### src/rtl/adder_pkg.sv
// Shared widths, types and the 4-way carry-lookahead function used at both
// the bit-group level and the group-combining level of the adder.
package adder_pkg;

    localparam int ADDER_WIDTH = 16;
    localparam int ADDER_GROUP = 4;

    typedef logic [15:0] word_t;
    typedef logic [3:0]  nib_t;

    // c[i] is the carry into position i; pg/gg summarise the whole block.
    typedef struct packed {
        nib_t c;
        logic pg;
        logic gg;
    } la_t;

    function automatic la_t lookahead4(input nib_t p, input nib_t g, input logic cin);
        la_t r;
        r.c[0] = cin;
        r.c[1] = g[0] | (p[0] & cin);
        r.c[2] = g[1] | (p[1] & g[0]) | (p[1] & p[0] & cin);
        r.c[3] = g[2] | (p[2] & g[1]) | (p[2] & p[1] & g[0])
               | (p[2] & p[1] & p[0] & cin);
        r.pg   = &p;
        r.gg   = g[3] | (p[3] & g[2]) | (p[3] & p[2] & g[1])
               | (p[3] & p[2] & p[1] & g[0]);
        return r;
    endfunction

endpackage

### src/rtl/cla_group4.sv
// One 4-bit lookahead group: sum bits for its slice plus the group
// propagate/generate consumed by the second-level lookahead.
module cla_group4
    import adder_pkg::*;
(
    input  logic [3:0] a,
    input  logic [3:0] b,
    input  logic       cin,
    output logic [3:0] sum,
    output logic       pg,
    output logic       gg
);

    nib_t p;
    nib_t g;
    la_t  la;

    assign p  = a | b;
    assign g  = a & b;
    assign la = lookahead4(p, g, cin);

    // Carries come straight from the lookahead terms, never from a ripple.
    assign sum = a ^ b ^ la.c;
    assign pg  = la.pg;
    assign gg  = la.gg;

endmodule

### src/rtl/adder.sv
// Registered 16-bit two-level carry-lookahead adder, one cycle of latency.
// Optional carry-in port is enabled by defining ADDER_CIN_EN.
module adder
    import adder_pkg::*;
#(
    parameter int WIDTH = ADDER_WIDTH,
    parameter int GROUP = ADDER_GROUP
) (
    input  logic             clk,
    input  logic             rst_n,
    input  logic             in_valid,
    input  logic [WIDTH-1:0] a,
    input  logic [WIDTH-1:0] b,
`ifdef ADDER_CIN_EN
    input  logic             cin,
`endif
    output logic [WIDTH-1:0] answer,
    output logic             cout,
    output logic             out_valid
);

    if (WIDTH != 16 || WIDTH != GROUP * GROUP) begin : g_bad_width
        $error("adder: WIDTH must be 16 and equal GROUP*GROUP");
    end

    logic       cin0;
    nib_t       grp_pg;
    nib_t       grp_gg;
    nib_t       grp_cin;
    word_t      sum;
    logic       sum_cout;
    la_t        top_la;

`ifdef ADDER_CIN_EN
    assign cin0 = cin;
`else
    assign cin0 = 1'b0;
`endif

    for (genvar gi = 0; gi < 4; gi++) begin : g_grp
        cla_group4 u_grp (
            .a   (a[gi*4 +: 4]),
            .b   (b[gi*4 +: 4]),
            .cin (grp_cin[gi]),
            .sum (sum[gi*4 +: 4]),
            .pg  (grp_pg[gi]),
            .gg  (grp_gg[gi])
        );
    end

    // Second level: the same lookahead applied to group PG/GG.
    assign top_la   = lookahead4(grp_pg, grp_gg, cin0);
    assign grp_cin  = top_la.c;
    assign sum_cout = top_la.gg | (top_la.pg & cin0);

    // Handshake: in_valid=1 at a rising edge captures a/b; out_valid is high
    // for exactly the cycle after that edge. No backpressure (always ready).
    // Without in_valid the result registers hold, so X on a/b cannot leak in.
    always_ff @(posedge clk or negedge rst_n) begin
        if (!rst_n) begin
            answer    <= '0;
            cout      <= 1'b0;
            out_valid <= 1'b0;
        end else begin
            out_valid <= in_valid;
            if (in_valid) begin
                answer <= sum;
                cout   <= sum_cout;
            end
        end
    end

endmodule

### config.mk
export PLATFORM = sky130hd
export DESIGN_NAME = adder
export DESIGN_NICKNAME = d
export VERILOG_FILES = /design/src/rtl/adder_pkg.sv /design/src/rtl/cla_group4.sv /design/src/rtl/adder.sv
export SDC_FILE = /design/constraint.sdc
export NUM_CORES = 1
export LEC_CHECK = 0
export ABC_AREA = 1
export BUFFER_PORTS_ARGS = -buffer_cell sky130_fd_sc_hd__buf_2
export CELL_PAD_IN_SITES_DETAIL_PLACEMENT = 0
export CELL_PAD_IN_SITES_GLOBAL_PLACEMENT = 1
export CORE_MARGIN = 2
export CORE_UTILIZATION = 37
export DETAILED_ROUTE_END_ITERATION = 12
export MAX_ROUTING_LAYER = met4
export PLACE_DENSITY_LB_ADDON = 0.15
export SYNTH_ARGS = -nofsm -noshare
export SYNTH_HDL_FRONTEND = slang
export SYNTH_SLANG_ARGS = --single-unit
### constraint.sdc
create_clock -name clk -period 0.9 [get_ports clk]
set_clock_uncertainty 0.1 [all_clocks]
set_input_delay 0.09 -clock clk [delete_from_list [all_inputs] [get_ports clk]]
set_output_delay 0.09 -clock clk [all_outputs]
set_load 0.01 [all_outputs]
Word level (Yosys, flattened, before mapping)
Cells that the tools add are included.

cells by class
  bitwise logic cells = 115
  reductions and logical operators = 3

operators with widths
  kind              count
  $and 1x1->1       60
  $or 1x1->1        39
  $xor 4x4->4       8
  $and 4x4->4       4
  $or 4x4->4        4
  $reduce_and 4->1  3

word-level totals
  bits in registers = 18
  input bits = 35

Depth between registers and ports, before layout
Gate-level depths: netlist of run 1.

  word-level depth = 11
  mapped depth = 14

Modules after synthesis
From an unflattened synthesis of run 1, not the netlist that was laid out.

unflattened totals
  cells, all modules = 223
  area, all modules = 1829.3 um^2

by module, submodules not included
  module      times used  cells an instance  area an instance (um^2)  sequential area each (um^2)
  cla_group4  4           43                 269.0                    0.0
  adder       1           51                 753.2                    450.4

Worst setup path after synthesis of run 1
No wires, ideal clock.

  path kind = input to register
  from = input port a[2]
  to = register answer[13]
  library setup time = 0.136 ns
  arrival time = 1.300 ns
  setup slack = -0.636 ns
  cell stages on the path = 10
  buffers on the path = 0
  path through = ha_1 > nor2_1 > nand2_2 > nand2_2 > nand2_2 > nand2_2 > nand3_4 > fa_1 > xnor2_1 > o21ai_0

between the ends
  word-level cells in the longest chain between the ends = 10
  elaborated cells between the ends (all ways) = 15
  those cells by class = bitwise: 15

ends and longest elaborated chain
  element                                           RTL line                            source
  start, declared                                   adder.sv:12                         input logic [WIDTH-1:0] a,
  $and 4x4->4 / $or 4x4->4 (equally long branches)  cla_group4.sv:19, cla_group4.sv:18
  $and 1x1->1 (on tied branches)                    adder_pkg.sv:26, adder_pkg.sv:27
  $or 1x1->1 (tied with other cells)                adder_pkg.sv:26                     r.gg = g[3] | (p[3] & g[2]) | (p[3] & p[2] & g[1])
  $or 1x1->1 / $and 1x1->1 (equally long branches)  adder_pkg.sv:26, adder_pkg.sv:27
  $or 1x1->1 *                                      adder_pkg.sv:27                     | (p[3] & p[2] & p[1] & g[0]);
  $and 1x1->1 *                                     adder_pkg.sv:23                     r.c[3] = g[2] | (p[2] & g[1]) | (p[2] & p[1] & g[0])
  $or 1x1->1 *                                      adder_pkg.sv:23
  $and 1x1->1 *                                     adder_pkg.sv:21                     r.c[1] = g[0] | (p[0] & cin);
  $or 1x1->1 *                                      adder_pkg.sv:21
  $xor 4x4->4 *                                     cla_group4.sv:23                    assign sum = a ^ b ^ la.c;
  end signal, assigned                              adder.sv:67                         answer <= sum;
  end, declared                                     adder.sv:17                         output logic [WIDTH-1:0] answer,

Every way passes the cells marked *; elsewhere a longest branch is shown, timed or not.
A chain may end at the register's enable or synchronous reset.

Worst setup path in the final report of run 1
  from = input port b[9]
  to = register answer[12]

between the ends
  word-level cells in the longest chain between the ends = 7
  elaborated cells between the ends (all ways) = 14
  those cells by class = bitwise: 13; reduce/logical: 1

ends and longest elaborated chain
  element                                           RTL line                            source
  start, declared                                   adder.sv:13                         input logic [WIDTH-1:0] b,
  $and 4x4->4 / $or 4x4->4 (equally long branches)  cla_group4.sv:19, cla_group4.sv:18
  $and 1x1->1 (on tied branches)                    adder_pkg.sv:26, adder_pkg.sv:27
  $or 1x1->1 / $and 1x1->1 (equally long branches)  adder_pkg.sv:26, adder_pkg.sv:27
  $or 1x1->1                                        adder_pkg.sv:27
  $or 1x1->1                                        adder_pkg.sv:23
  $or 1x1->1 *                                      adder_pkg.sv:23
  $xor 4x4->4 *                                     cla_group4.sv:23
  via g_grp[3].u_grp.sum[0]                         cla_group4.sv:9                     output logic [3:0] sum,

Mark *: on every way through the listed nets, which the timed path passes. The rest lies on a longest branch.

==> key figures, run 1 <==
Floorplanning
  – Die width: 72.09 um
  – Die H: slightly above 70 um
  – Core area: 4414 sq um
  – Die area: 5197 sq um
  – I/O pins: 53
  – Starting density of the core: 0.3886
  – # rows: 24

Routing
  – Antenna Nets Post-Route: 0
  – WL per Instance: 11.26 um
  – Pre-Repair DR Iteration Count: 4
  – Final WL: 4235 um
  – Routed vias: 1649
  – # DRC: 0
  – Vias per std cell: 4.386
  – DRT iter0 DRCs: 38

Hold path
  – Worst min path class: input pin to flip-flop

GRT
  – First-pass GRT wire length: 7169 um
  – Largest net degree at the start of global routing: 19
  – Global-route usage over all layers: 0.1771
  – Vias in the first global route: 1680
  – Initial antenna violation count: 0
  – Grt ovf: 0

Placement
  – DPL Wire Length: 3029 um
  – GPL Wtd Cong: 0.7376
  – Placed Cells: 353
  – Pre-CTS setup slack: -0.8248 ns
  – Area post-placement: 2411 sq um
  – Port Buffer Count: 52

Run status
  – Status: finished, violations left
  – Failing checks: setup timing

Power
  – P_leak: 1.580 nW
  – Power Density: 1111 nW/um^2
  – Peak supply drop: 0.6356 mV

Synthesis
  – Main combinational cell family by area after synthesis: adder cells
  – Synth Area in Compound Gates: 0.03501
  – Cell taking the most area after synthesis: dfrtp_1
  – Distinct cells, synth: 24
  – Post-Synth Adder-Cell Area: 0.2728
  – Share of the synthesized area in the top cell type: 0.2626
  – Mux cell area share after synthesis: 0
  – Simple-gate portion of the synthesized area: 0.2662
  – Area contributors post-synth: dfrtp_1, ha_1, nand2_1
  – Post-synthesis cell count: 224
  – Synth warn: 0
  – Post-Syn Area: 1715 sq um
  – Post-synth net total: 294
  – Mean Syn Cell Area: 7.658 sq um
  – Sequential element share of the synthesized area: 0.2626
  – Post-synthesis xor/xnor area fraction: 0.03063
  – Synth Register Bits: 18

Layout
  – P&R area growth vs syn: 73.16%
  – Cell area after layout: 2970 sq um
  – Antenna cells: 0
  – Share of cells above drive strength 1: 0.5802
  – Post-Layout Cell Count: 376
  – Final Util: 0.6729
  – Layout Nets: 395

Clock network
  – Clk Latency, worst-skew pair: around 0.26 ns
  – CTS Root Cell: clkbuf_8
  – CTS H-Tree Depth: 1
  – Clock Tree Buf Depth: 2
  – CTS tree: done
  – CTS buffer count: 3
  – Clock slew at the register clock pins of the worst setup and hold paths: 0.08 ns
  – Clk sink count: 18

STA
  – Fin crit share: 1.506
  – Final setup violation count: 33
  – Measured slew at the worst slew-check pin: 0.4570 ns
  – Fmax: 737.7 MHz
  – Relative slew slack: 0.6953
  – Final min period: approximately 1.4 ns
  – Hold Fails Final Rpt: 0
  – Final Max Tran Viols: 0
  – Final worst slack: -0.4556 ns
  – Unrepaired setup endpoints after global routing: yes

Setup path
  – Critical path endpoint category: flip-flop
  – CP max FO: 3
  – Crit path arrival time: 1.46 ns
  – Worst EP required: 1.00 ns
  – CP Class: input pin to flip-flop
  – Worst setup SP type: input pin

Flow run
  – Max Cap Viol: 0
-- cell families after synthesis --
kind of cell             after synthesis
AND/OR/NAND/NOR                       98
buffers and inverters                 57
adder cells (fa/ha/maj)               35
flip-flops                            18
AO/OA/AOI/OAI                         10
XOR/XNOR                               6
-- placed cells by master (no fill, tap or decap), types with 6 or more instances in the layout --
cell type,Yosys,layout
buf_4,1,45
nand2_1,53,41
inv_1,52,30
buf_2,0,30
buf_6,0,19
dfrtp_1,18,18
nand2_2,11,16
inv_2,2,14
ha_1,31,14
ha_4,0,11
nand3_1,14,10
nand2_4,0,7
nor2_1,12,7
inv_4,0,6
nor2_4,1,6
o21ai_1,1,6
ha_2,0,6
-- through the flow --
stage / setup TNS [ns] / total power, mW / hold slack (ns)
3_5_place_dp: -10.13 / 2.202 / -0.03017
4_1_cts: -5.802 / 3.127 / 0.002626
6_report: -5.703 / 3.299 / 0.008146
5_1_grt: -7.375 / 3.540 / 0.02543
3_3_place_gp: -9.808 / 2.192 / -0.04125
2_1_floorplan: -5.005 / 1.700 / -0.3056
-- worst paths after layout --
kind / startpoint / end / slack [ns] / cells past startpoint
worst min register to register: answer[14]$_DFFE_PN0P_ / answer[14]$_DFFE_PN0P_ / 0.37 / 2
worst max register to register: answer[3]$_DFFE_PN0P_ / answer[3]$_DFFE_PN0P_ / 0.04 / 3
min in group asynchronous: rst_n / answer[2]$_DFFE_PN0P_ / 0.20 / 2
worst max-delay path: b[9] / answer[12]$_DFFE_PN0P_ / -0.46 / 11
worst min-delay path: in_valid / out_valid$_DFF_PN0_ / 0.008 / 2
max in group asynchronous: rst_n / answer[12]$_DFFE_PN0P_ / 0.18 / 2
-- cell type report --
class | count | area, sq um
inverters | 54 | 252.7
repair buffers | 99 | 782.0
multi-input cells | 149 | 1365
flip-flops and latches | 18 | 450.4
well taps | 52 | 65.06
clock buffers | 4 | 55.05
fillers | 377 | 1444
-- critical path, stage by stage --
cell and delay (ns):
buf_4 0.13, inv_4 0.05, ha_4 0.13, inv_4 0.05, nand2_4 0.06, nand2_4 0.06
a21oi_4 0.17, nand3_4 0.10, fa_2 0.53, nand2_1 0.04, nand2_1 0.05
-- where the power goes --
part           leakage [nW]  internal (mW)  switching [mW]
clock network        0.0288          0.390           0.318
registers             0.216          0.944          0.0751
logic                  1.33          0.836           0.736
-- registers in the layout, summed over array words and instances, names as in the netlist --
register	flops
answer	16
cout	1
out_valid	1
-- Yosys cell counts --
master	count
clkbuf_8	1
nand2_2	11
nor2_1	12
ha_1	31
nor2_2	2
nand3_1	14
o21ai_1	1
inv_2	2
dfrtp_1	18
nand3b_1	1
fa_1	4
nand3_2	2
o21ai_0	5
a21oi_1	1
a211oi_1	1
nor2_4	1
nand3_4	1
a21oi_2	2
nand2_1	53
inv_1	52
xnor2_1	6
clkbuf_1	1
nor3_1	1
buf_4	1
-- layer usage --
| layer | up-vias | share of wire | global-route usage |
|---|---|---|---|
| met3 | 2 | 0.028 | 0.02222 |
| met1 | 756 | 0.45 | 0.2293 |
| met4 | 0 | 0.0028 | 0.03145 |
| met5 | - | 0 | - |
| li1 | 864 | - | - |
| met2 | 27 | 0.52 | 0.3007 |
-- timing repair --
action / 4_1_cts / 5_1_grt
setup buffers: 12 / 8
endpoints found under the hold margin: 18 / 0
setup endpoints to repair: 34 / 34
pin swaps: 39 / 33
resized for setup: 50 / 43
hold buffers: 1 / 0
Power figures use the tool's default switching activity.
==> run 2, diff against run 1 <==
--- a/config.mk
+++ b/config.mk
@@ -5,12 +5,11 @@
 export SDC_FILE = /design/constraint.sdc
 export NUM_CORES = 1
 export LEC_CHECK = 0
-export ABC_AREA = 1
+export ABC_AREA = 0
 export BUFFER_PORTS_ARGS = -buffer_cell sky130_fd_sc_hd__buf_2
 export CELL_PAD_IN_SITES_DETAIL_PLACEMENT = 0
 export CELL_PAD_IN_SITES_GLOBAL_PLACEMENT = 1
-export CORE_MARGIN = 2
-export CORE_UTILIZATION = 37
+export CORE_UTILIZATION = 38
 export DETAILED_ROUTE_END_ITERATION = 12
 export MAX_ROUTING_LAYER = met4
 export PLACE_DENSITY_LB_ADDON = 0.15
==> run 2 against run 1 <==
Compared with the run above: the run still ends with setup timing left; sequential cell count is the same; utilization shrank 3.8 points; non-clock buffer count is 5 lower; setup slack lost 0.76 ns; sequential share of layout area rose by 2.4 points; first-iteration DRC count is 13% lower; combinational power shrank 9.6%; critical endpoint unchanged.
==> key figures, run 2 <==
GRT
  – Busiest layer in global routing: met2
  – First-pass GRT wire length: 6561 um (-8.5%)
  – Vias in the first global route: 1535 (-8.6%)
  – Met1 GRT Util: 0.2102 (-0.01910)
  – Initial antenna violation count: 0 (unchanged)
  – Global-route usage over all layers: 0.1982 (+0.02110)
  – GR Util met2: 0.3900 (+0.08929)
  – Largest net degree at the start of global routing: 19 (unchanged)
  – GR Layer Usage met3: 0.02027 (-0.001952)
  – Grt ovf: 0 (unchanged)

Synthesis
  – Count leader, synth: inv_1
  – Synth warn: 0 (unchanged)
  – Main combinational cell family by area after synthesis: adder cells
  – Sequential element share of the synthesized area: 0.2786 (+0.01606)
  – Top cells by count, synth: inv_1, ha_1, dfrtp_1, a21oi_1, nor2_1
  – Post-synthesis xor/xnor area fraction: 0.04334 (+0.01271)
  – Share of the synthesized area in the top cell type: 0.2786 (+0.01606)
  – Post-synthesis cell count: 172 (-23%)
  – Post-Synth Adder-Cell Area: 0.2895 (+0.01668)
  – Post-Syn Area: 1617 sq um (-5.8%)
  – Mux cell area share after synthesis: 0.06192 (+0.06192)
  – Synth Area in Compound Gates: 0.1478 (+0.1128)
  – Number of synthesized flops with an enable pin: 0 (unchanged)
  – Distinct cells, synth: 39 (+63%)
  – Asr flop ratio synth: 1.000 (unchanged)
  – Post-synth net total: 242 (-18%)
  – Synth Register Bits: 18 (unchanged)
  – Area contributors post-synth: dfrtp_1, ha_1, inv_1
  – Simple-gate portion of the synthesized area: 0.07895 (-0.1873)
  – Mean Syn Cell Area: 9.399 sq um (+23%)
  – Ys flop type: dfrtp_1
  – Cell taking the most area after synthesis: dfrtp_1

STA
  – Final Max Tran Viols: 0 (unchanged)
  – Fmax: 473.0 MHz (-36%)
  – Final min period: 2.114 ns (+0.7584 ns)
  – Final worst slack: -1.214 ns (-0.7584 ns)
  – Measured slew at the worst slew-check pin: 0.4496 ns (-0.007436 ns)
  – Fin crit share: 2.349 (+0.8427)
  – Relative slew slack: 0.7003 (+0.004958)
  – Hold Fails Final Rpt: 0 (unchanged)
  – Final setup violation count: 33 (unchanged)
  – Unrepaired setup endpoints after global routing: yes

Run status
  – Failing checks: setup timing
  – Status: finished, violations left

Clock network
  – Clk sink count: 18 (unchanged)
  – Clk Latency, worst-skew pair: 0.25 ns (about the same)
  – CTS tree: done
  – CTS H-Tree Depth: 1 (unchanged)
  – CTS Root Cell: clkbuf_8
  – Clock slew at the register clock pins of the worst setup and hold paths: 0.08 ns (about the same)
  – CTS buffer count: 3 (unchanged)
  – Clock Tree Buf Depth: 2 (unchanged)

Setup path
  – Reg-to-reg startpoint: answer[11]$_DFFE_PN0P_
  – R2R Setup Slk: -0.10 ns (-0.14 ns)
  – Worst EP required: 0.95 ns (-0.05 ns)
  – Critical path endpoint category: flip-flop
  – CP max FO: 2 (-1)
  – RR Endpoint: answer[11]$_DFFE_PN0P_
  – CP Class: input pin to flip-flop
  – Crit path arrival time: 2.16 ns (+0.70 ns)
  – Worst r2r path cells: 3 (unchanged)
  – Worst setup SP type: input pin

Hold path
  – Worst min path class: input pin to flip-flop
  – Hold path cells: 3 (+1)
  – Hold Path End: answer[0]$_DFFE_PN0P_
  – Worst hold start: a[0]

Routing
  – WL per Instance: 13.09 um (+16%)
  – # DRC: 0 (unchanged)
  – Final WL: 4136 um (-2.3%)
  – Vias per std cell: 4.832 (+10%)
  – DRT iter0 DRCs: 33 (-13%)
  – Antenna Nets Post-Route: 0 (unchanged)
  – Pre-Repair DR Iteration Count: 4 (unchanged)
  – Routed vias: 1527 (-7.4%)

Placement
  – DPL Wire Length: 3200 um (+5.6%)
  – Placed Cells: 307 (-13%)
  – Pre-CTS setup slack: -1.650 ns (-0.8251 ns)
  – GPL Wtd Cong: 0.7618 (+3.3%)
  – Port Buffer Count: 52 (unchanged)

Floorplanning
  – Core area: 4029 sq um (-8.7%)
  – I/O pins: 53 (unchanged)
  – Die area: 4519 sq um (-13%)
  – Die H: 67.23 um (-6.7%)
  – Starting density of the core: 0.4012 (+0.01264)
  – Die width: 67.23 um (-6.7%)
  – # rows: 23 (-4.2%)

Layout
  – Share of cells above drive strength 1: 0.5113 (-0.06897)
  – Largest reg by FF count: answer
  – Largest register FFs: 16 (unchanged)
  – Post-Layout Cell Count: 316 (-16%)
  – Layout Nets: 338 (-14%)
  – P&R area growth vs syn: 58.20%
  – Fillers: 350 (-7.2%)
  – Most frequent cells in the layout: buf_2, buf_4, inv_1, ha_1, dfrtp_1
  – Commonest non-fill, non-tap cell in the layout: buf_2
  – Antenna cells: 0 (unchanged)
  – Biggest regs: answer x16, cout x1, out_valid x1

Power
  – Power Density: 1199 nW/um^2 (+7.9%)
  – Peak supply drop: 0.5805 mV (-8.7%)
  – P_leak: 1.326 nW (-16%)

Flow run
  – Max Cap Viol: 0 (unchanged)
==> run 2: changes by cell type after synthesis, sizes merged, moves of 3 or more <==
cell   delta
nand3    -15
mux2      +8
nand2    -61
o21ai     -3
nor2      -3
inv      -14
a21oi     +9
==> run 2: metal layers <==
layer,part of all wire,vias to the layer above
met1,0.41,733
met3,0.033,2
met2,0.56,32
met5,0,-
li1,-,760
met4,0.0019,0
==> run 2: what timing repair did <==
item | 4_1_cts | 5_1_grt
setup buffers | 4 | 3
endpoints found under the hold margin | 18 | 0
pin swaps | 17 | 4
gates resized for setup | 35 | 5
hold buffers | 1 | 0
setup endpoints to repair | 34 | 34
==> run 2: cell families after synthesis <==
kind of cell	count (synthesis)
AND/OR/NAND/NOR	26
flip-flops	18
AO/OA/AOI/OAI	33
adder cells (fa/ha/maj)	35
multiplexers	9
XOR/XNOR	8
buffers and inverters	43
==> run 2: worst max-delay path, cell delays in order <==
cell,delay [ns]
buf_12,0.11
inv_12,0.04
ha_4,0.13
inv_2,0.04
a221oi_4,0.28
a221o_1,0.21
nand2_1,0.07
or3_1,0.30
a31o_2,0.21
fa_2,0.41
mux2_4,0.26
==> run 2: worst max path at each step <==
stage	to	startpoint	slack, ns	cells past startpoint
after floorplan	answer[12]$_DFFE_PN0P_	b[2]	-1.43	10
after global placement	answer[12]$_DFFE_PN0P_	b[2]	-1.58	11
after detailed placement	answer[12]$_DFFE_PN0P_	b[2]	-1.65	11
after CTS	answer[12]$_DFFE_PN0P_	b[2]	-1.22	11
after global routing	answer[12]$_DFFE_PN0P_	b[2]	-1.31	11
final	answer[12]$_DFFE_PN0P_	b[2]	-1.21	11
==> run 2: through the flow <==
step | hold slack (ns) | setup TNS (ns) | util | total power, mW | instance area, sq um
floorplan | -0.3056 | -11.59 | - | 1.706 | 1692
global placement | -0.04684 | -16.93 | 0.5668 | 2.248 | 2283
detailed placement | -0.03210 | -17.58 | 0.5668 | 2.293 | 2283
CTS | 0.07672 | -12.87 | 0.6236 | 3.037 | 2512
global route | 0.08542 | -14.28 | 0.6348 | 3.268 | 2557
finish | 0.08137 | -12.81 | 0.6348 | 3.066 | 2557
==> run 2: area by class of cell <==
| cell class | count | area, sq um | share of cell area |
|---|---|---|---|
| clock buffer | 3 | 41.29 | 0.01614 |
| multi-input combinational | 111 | 1161 | 0.4540 |
| tap | 50 | 62.56 | 0.02446 |
| timing repair buffer | 94 | 674.4 | 0.2637 |
| inverter | 40 | 167.7 | 0.06556 |
| sequential | 18 | 450.4 | 0.1761 |
==> run 2: report_power, final <==
group	leakage (nW)	internal (mW)	total, mW	switching (mW)
Sequential	0.206	0.974	1.06	0.0891
Combinational	1.10	0.782	1.42	0.635
Clock	0.0216	0.298	0.586	0.288
Total	1.33	2.05	3.07	1.01
==> run 3, diff against run 2 <==
--- a/config.mk
+++ b/config.mk
@@ -13,6 +13,7 @@
 export DETAILED_ROUTE_END_ITERATION = 12
 export MAX_ROUTING_LAYER = met4
 export PLACE_DENSITY_LB_ADDON = 0.15
+export SETUP_SLACK_MARGIN = 0.2
 export SYNTH_ARGS = -nofsm -noshare
 export SYNTH_HDL_FRONTEND = slang
 export SYNTH_SLANG_ARGS = --single-unit
==> run 3 against run 2 <==
Compared with the run above: the flow finishes with violations (hold timing, setup timing); utilization rose by 0.12 points; critical path depth did not move; worst hold slack worse by 0.41 ns; critical path type unchanged; largest power group unchanged.
==> key figures, run 3 (synthesis results as in run 2) <==
Run status
  – Status: finished, violations left
  – Failing checks: hold timing, setup timing

STA
  – Measured slew at the worst slew-check pin: 0.4500 ns (+0.0003977 ns)
  – Final worst slack: -1.224 ns (-0.009770 ns)
  – Fmax: 470.9 MHz (-0.46%)
  – Relative slew slack: 0.7000 (about the same)
  – Final min period: 2.124 ns (+0.009770 ns)
  – Hold Fails Final Rpt: 18 (+18)
  – Final setup violation count: 33 (unchanged)
  – Final Max Tran Viols: 0 (unchanged)
  – Fin crit share: 2.360 (+0.01086)
  – Unrepaired setup endpoints after global routing: yes
  – Min Hold Slack: -0.3293 ns (-0.4106 ns)

Layout
  – Antenna cells: 0 (unchanged)
  – Commonest non-fill, non-tap cell in the layout: buf_2
  – Post-Layout Cell Count: 316 (unchanged)
  – Layout Nets: 338 (unchanged)
  – Share of cells above drive strength 1: 0.5150 (+0.003759)
  – Most frequent cells in the layout: buf_2, buf_4, inv_1, ha_1, dfrtp_1
  – Largest register FFs: 16 (unchanged)
  – Cell area after layout: 2562 sq um (+0.20%)
  – Fillers: 348 (-0.57%)
  – Final Util: 0.6360 (+0.001242)
  – P&R area growth vs syn: 58.51%
  – Biggest regs: answer x16, cout x1, out_valid x1
  – Largest reg by FF count: answer

Clock network
  – Clk Latency, worst-skew pair: 0.25 ns (about the same)
  – Clock slew at the register clock pins of the worst setup and hold paths: 0.08 ns (about the same)
  – CTS Root Cell: clkbuf_8
  – Clock Tree Buf Depth: 2 (unchanged)
  – CTS H-Tree Depth: 1 (unchanged)
  – CTS tree: done
  – CTS buffer count: 3 (unchanged)
  – Clk sink count: 18 (unchanged)

Setup path
  – CP Cell Sequence: buf_6 > buf_6 > inv_1 > ha_2 > nor2_1 > o21ai_1 > a221o_1 > buf_4 > a2111o_1 > or4b_1 > nand3_1
  – Buf/Inv on CP: 4 (+1)
  – R2R Setup Slk: -0.10 ns (about the same)
  – Most frequent CP cell: buf_6
  – CP Class: input pin to flip-flop
  – CP max stage delay: 0.53 ns (+0.12 ns)
  – Worst r2r path cells: 3 (unchanged)
  – Slowest CP cell: or4b_1
  – Critical path endpoint category: flip-flop
  – CP max FO: 4 (+2)
  – Crit path arrival time: 2.22 ns (+0.06 ns)
  – Reg-to-reg startpoint: answer[11]$_DFFE_PN0P_
  – Worst EP required: 1.00 ns (+0.05 ns)
  – Worst setup SP type: input pin
  – CP top delay family: compound AO/OA/AOI/OAI gates
  – RR Endpoint: answer[11]$_DFFE_PN0P_

Power
  – Clock power share: 0.190 (about the same)
  – Switching pwr: 1.016 mW (+0.42%)
  – Sw Ratio: 0.3299 (about the same)
  – Power Density: 1202 nW/um^2 (+0.29%)
  – Peak supply drop: 0.5795 mV (-0.17%)
  – P_leak: 1.330 nW (+0.25%)
  – Logic gate share of total power: 0.465 (+0.003)
  – Internal Power: 2.064 mW (+0.53%)
  – Sequential share of power: 0.345 (-0.002)

Floorplanning
  – # rows: 23 (unchanged)
  – Die area: 4519 sq um (unchanged)
  – Core area: 4029 sq um (unchanged)
  – Die H: 67.23 um (unchanged)
  – I/O pins: 53 (unchanged)
  – Die width: 67.23 um (unchanged)
  – Starting density of the core: 0.4012 (unchanged)

Flow run
  – Max Cap Viol: 0 (unchanged)

Routing
  – Routed vias: 1535 (+0.52%)
  – Antenna Nets Post-Route: 0 (unchanged)
  – WL per Instance: 13.17 um (+0.65%)
  – # DRC: 0 (unchanged)
  – Vias per std cell: 4.858 (+0.52%)
  – Final WL: 4163 um (+0.65%)
  – DRT iter0 DRCs: 30 (-9.1%)
  – Pre-Repair DR Iteration Count: 4 (unchanged)

Placement
  – Placed Cells: 307 (unchanged)
  – GPL Wtd Cong: 0.7618 (unchanged)
  – Port Buffer Count: 52 (unchanged)
  – Pre-CTS setup slack: -1.650 ns (unchanged)
  – Area post-placement: 2283 sq um (unchanged)
  – DPL Wire Length: 3200 um (unchanged)

GRT
  – Vias in the first global route: 1547 (+0.78%)
  – Busiest layer in global routing: met2
  – Initial antenna violation count: 0 (unchanged)
  – Grt ovf: 0 (unchanged)
  – GR Layer Usage met3: 0.02027 (unchanged)
  – Met1 GRT Util: 0.2123 (+0.002081)
  – First-pass GRT wire length: 6630 um (+1.1%)
  – Global-route usage over all layers: 0.2004 (+0.002199)
  – Largest net degree at the start of global routing: 19 (unchanged)
  – GR Util met2: 0.3950 (+0.005000)

Hold path
  – Worst min path class: input pin to async pin
==> run 3: power groups by stage <==
stage,combinational (mW),sequential (mW),clock (mW)
after global routing,1.57,1.08,0.633
final,1.43,1.06,0.586
after CTS,1.38,1.06,0.611
after floorplan,0.555,1.15,0
after detailed placement,1.22,1.07,0
after global placement,1.18,1.07,0
==> run 3: area by class of cell <==
class,instances,area [sq um],share of cell area
clock buffer,3,41.29,0.01611
sequential,18,450.4,0.1758
timing repair buffer,94,679.4,0.2651
tap,50,62.56,0.02441
inverter,40,167.7,0.06543
multi-input combinational,111,1161,0.4531
==> run 3: timing repair <==
action | in CTS | in global routing
endpoints found under the hold margin | 18 | 18
buffers inserted | 4 | 2
setup endpoints to repair | 35 | 35
pin swaps | 17 | 4
gates resized for setup | 37 | 5
==> run 3: per-stage QoR <==
step / TNS, ns / power [mW]
detailed placement: -17.58 / 2.293
finish: -13.01 / 3.081
CTS: -13.13 / 3.058
global route: -14.47 / 3.283
global placement: -16.93 / 2.248
floorplan: -11.59 / 1.706
==> run 3: how the worst max path moves through the flow <==
stage	to	slack (ns)	cells past startpoint	startpoint
6_report	answer[15]$_DFFE_PN0P_	-1.22	11	a[4]
3_3_place_gp	answer[12]$_DFFE_PN0P_	-1.58	11	b[2]
3_5_place_dp	answer[12]$_DFFE_PN0P_	-1.65	11	b[2]
5_1_grt	answer[12]$_DFFE_PN0P_	-1.31	11	b[5]
2_1_floorplan	answer[12]$_DFFE_PN0P_	-1.43	10	b[2]
4_1_cts	answer[12]$_DFFE_PN0P_	-1.22	11	b[2]
==> run 3: metal layers <==
| metal | vias up | wire, um |
|---|---|---|
| met5 | - | 0 |
| met4 | 0 | 8 |
| met3 | 2 | 135 |
| met2 | 32 | 2350 |
| met1 | 741 | 1668 |
| li1 | 760 | - |
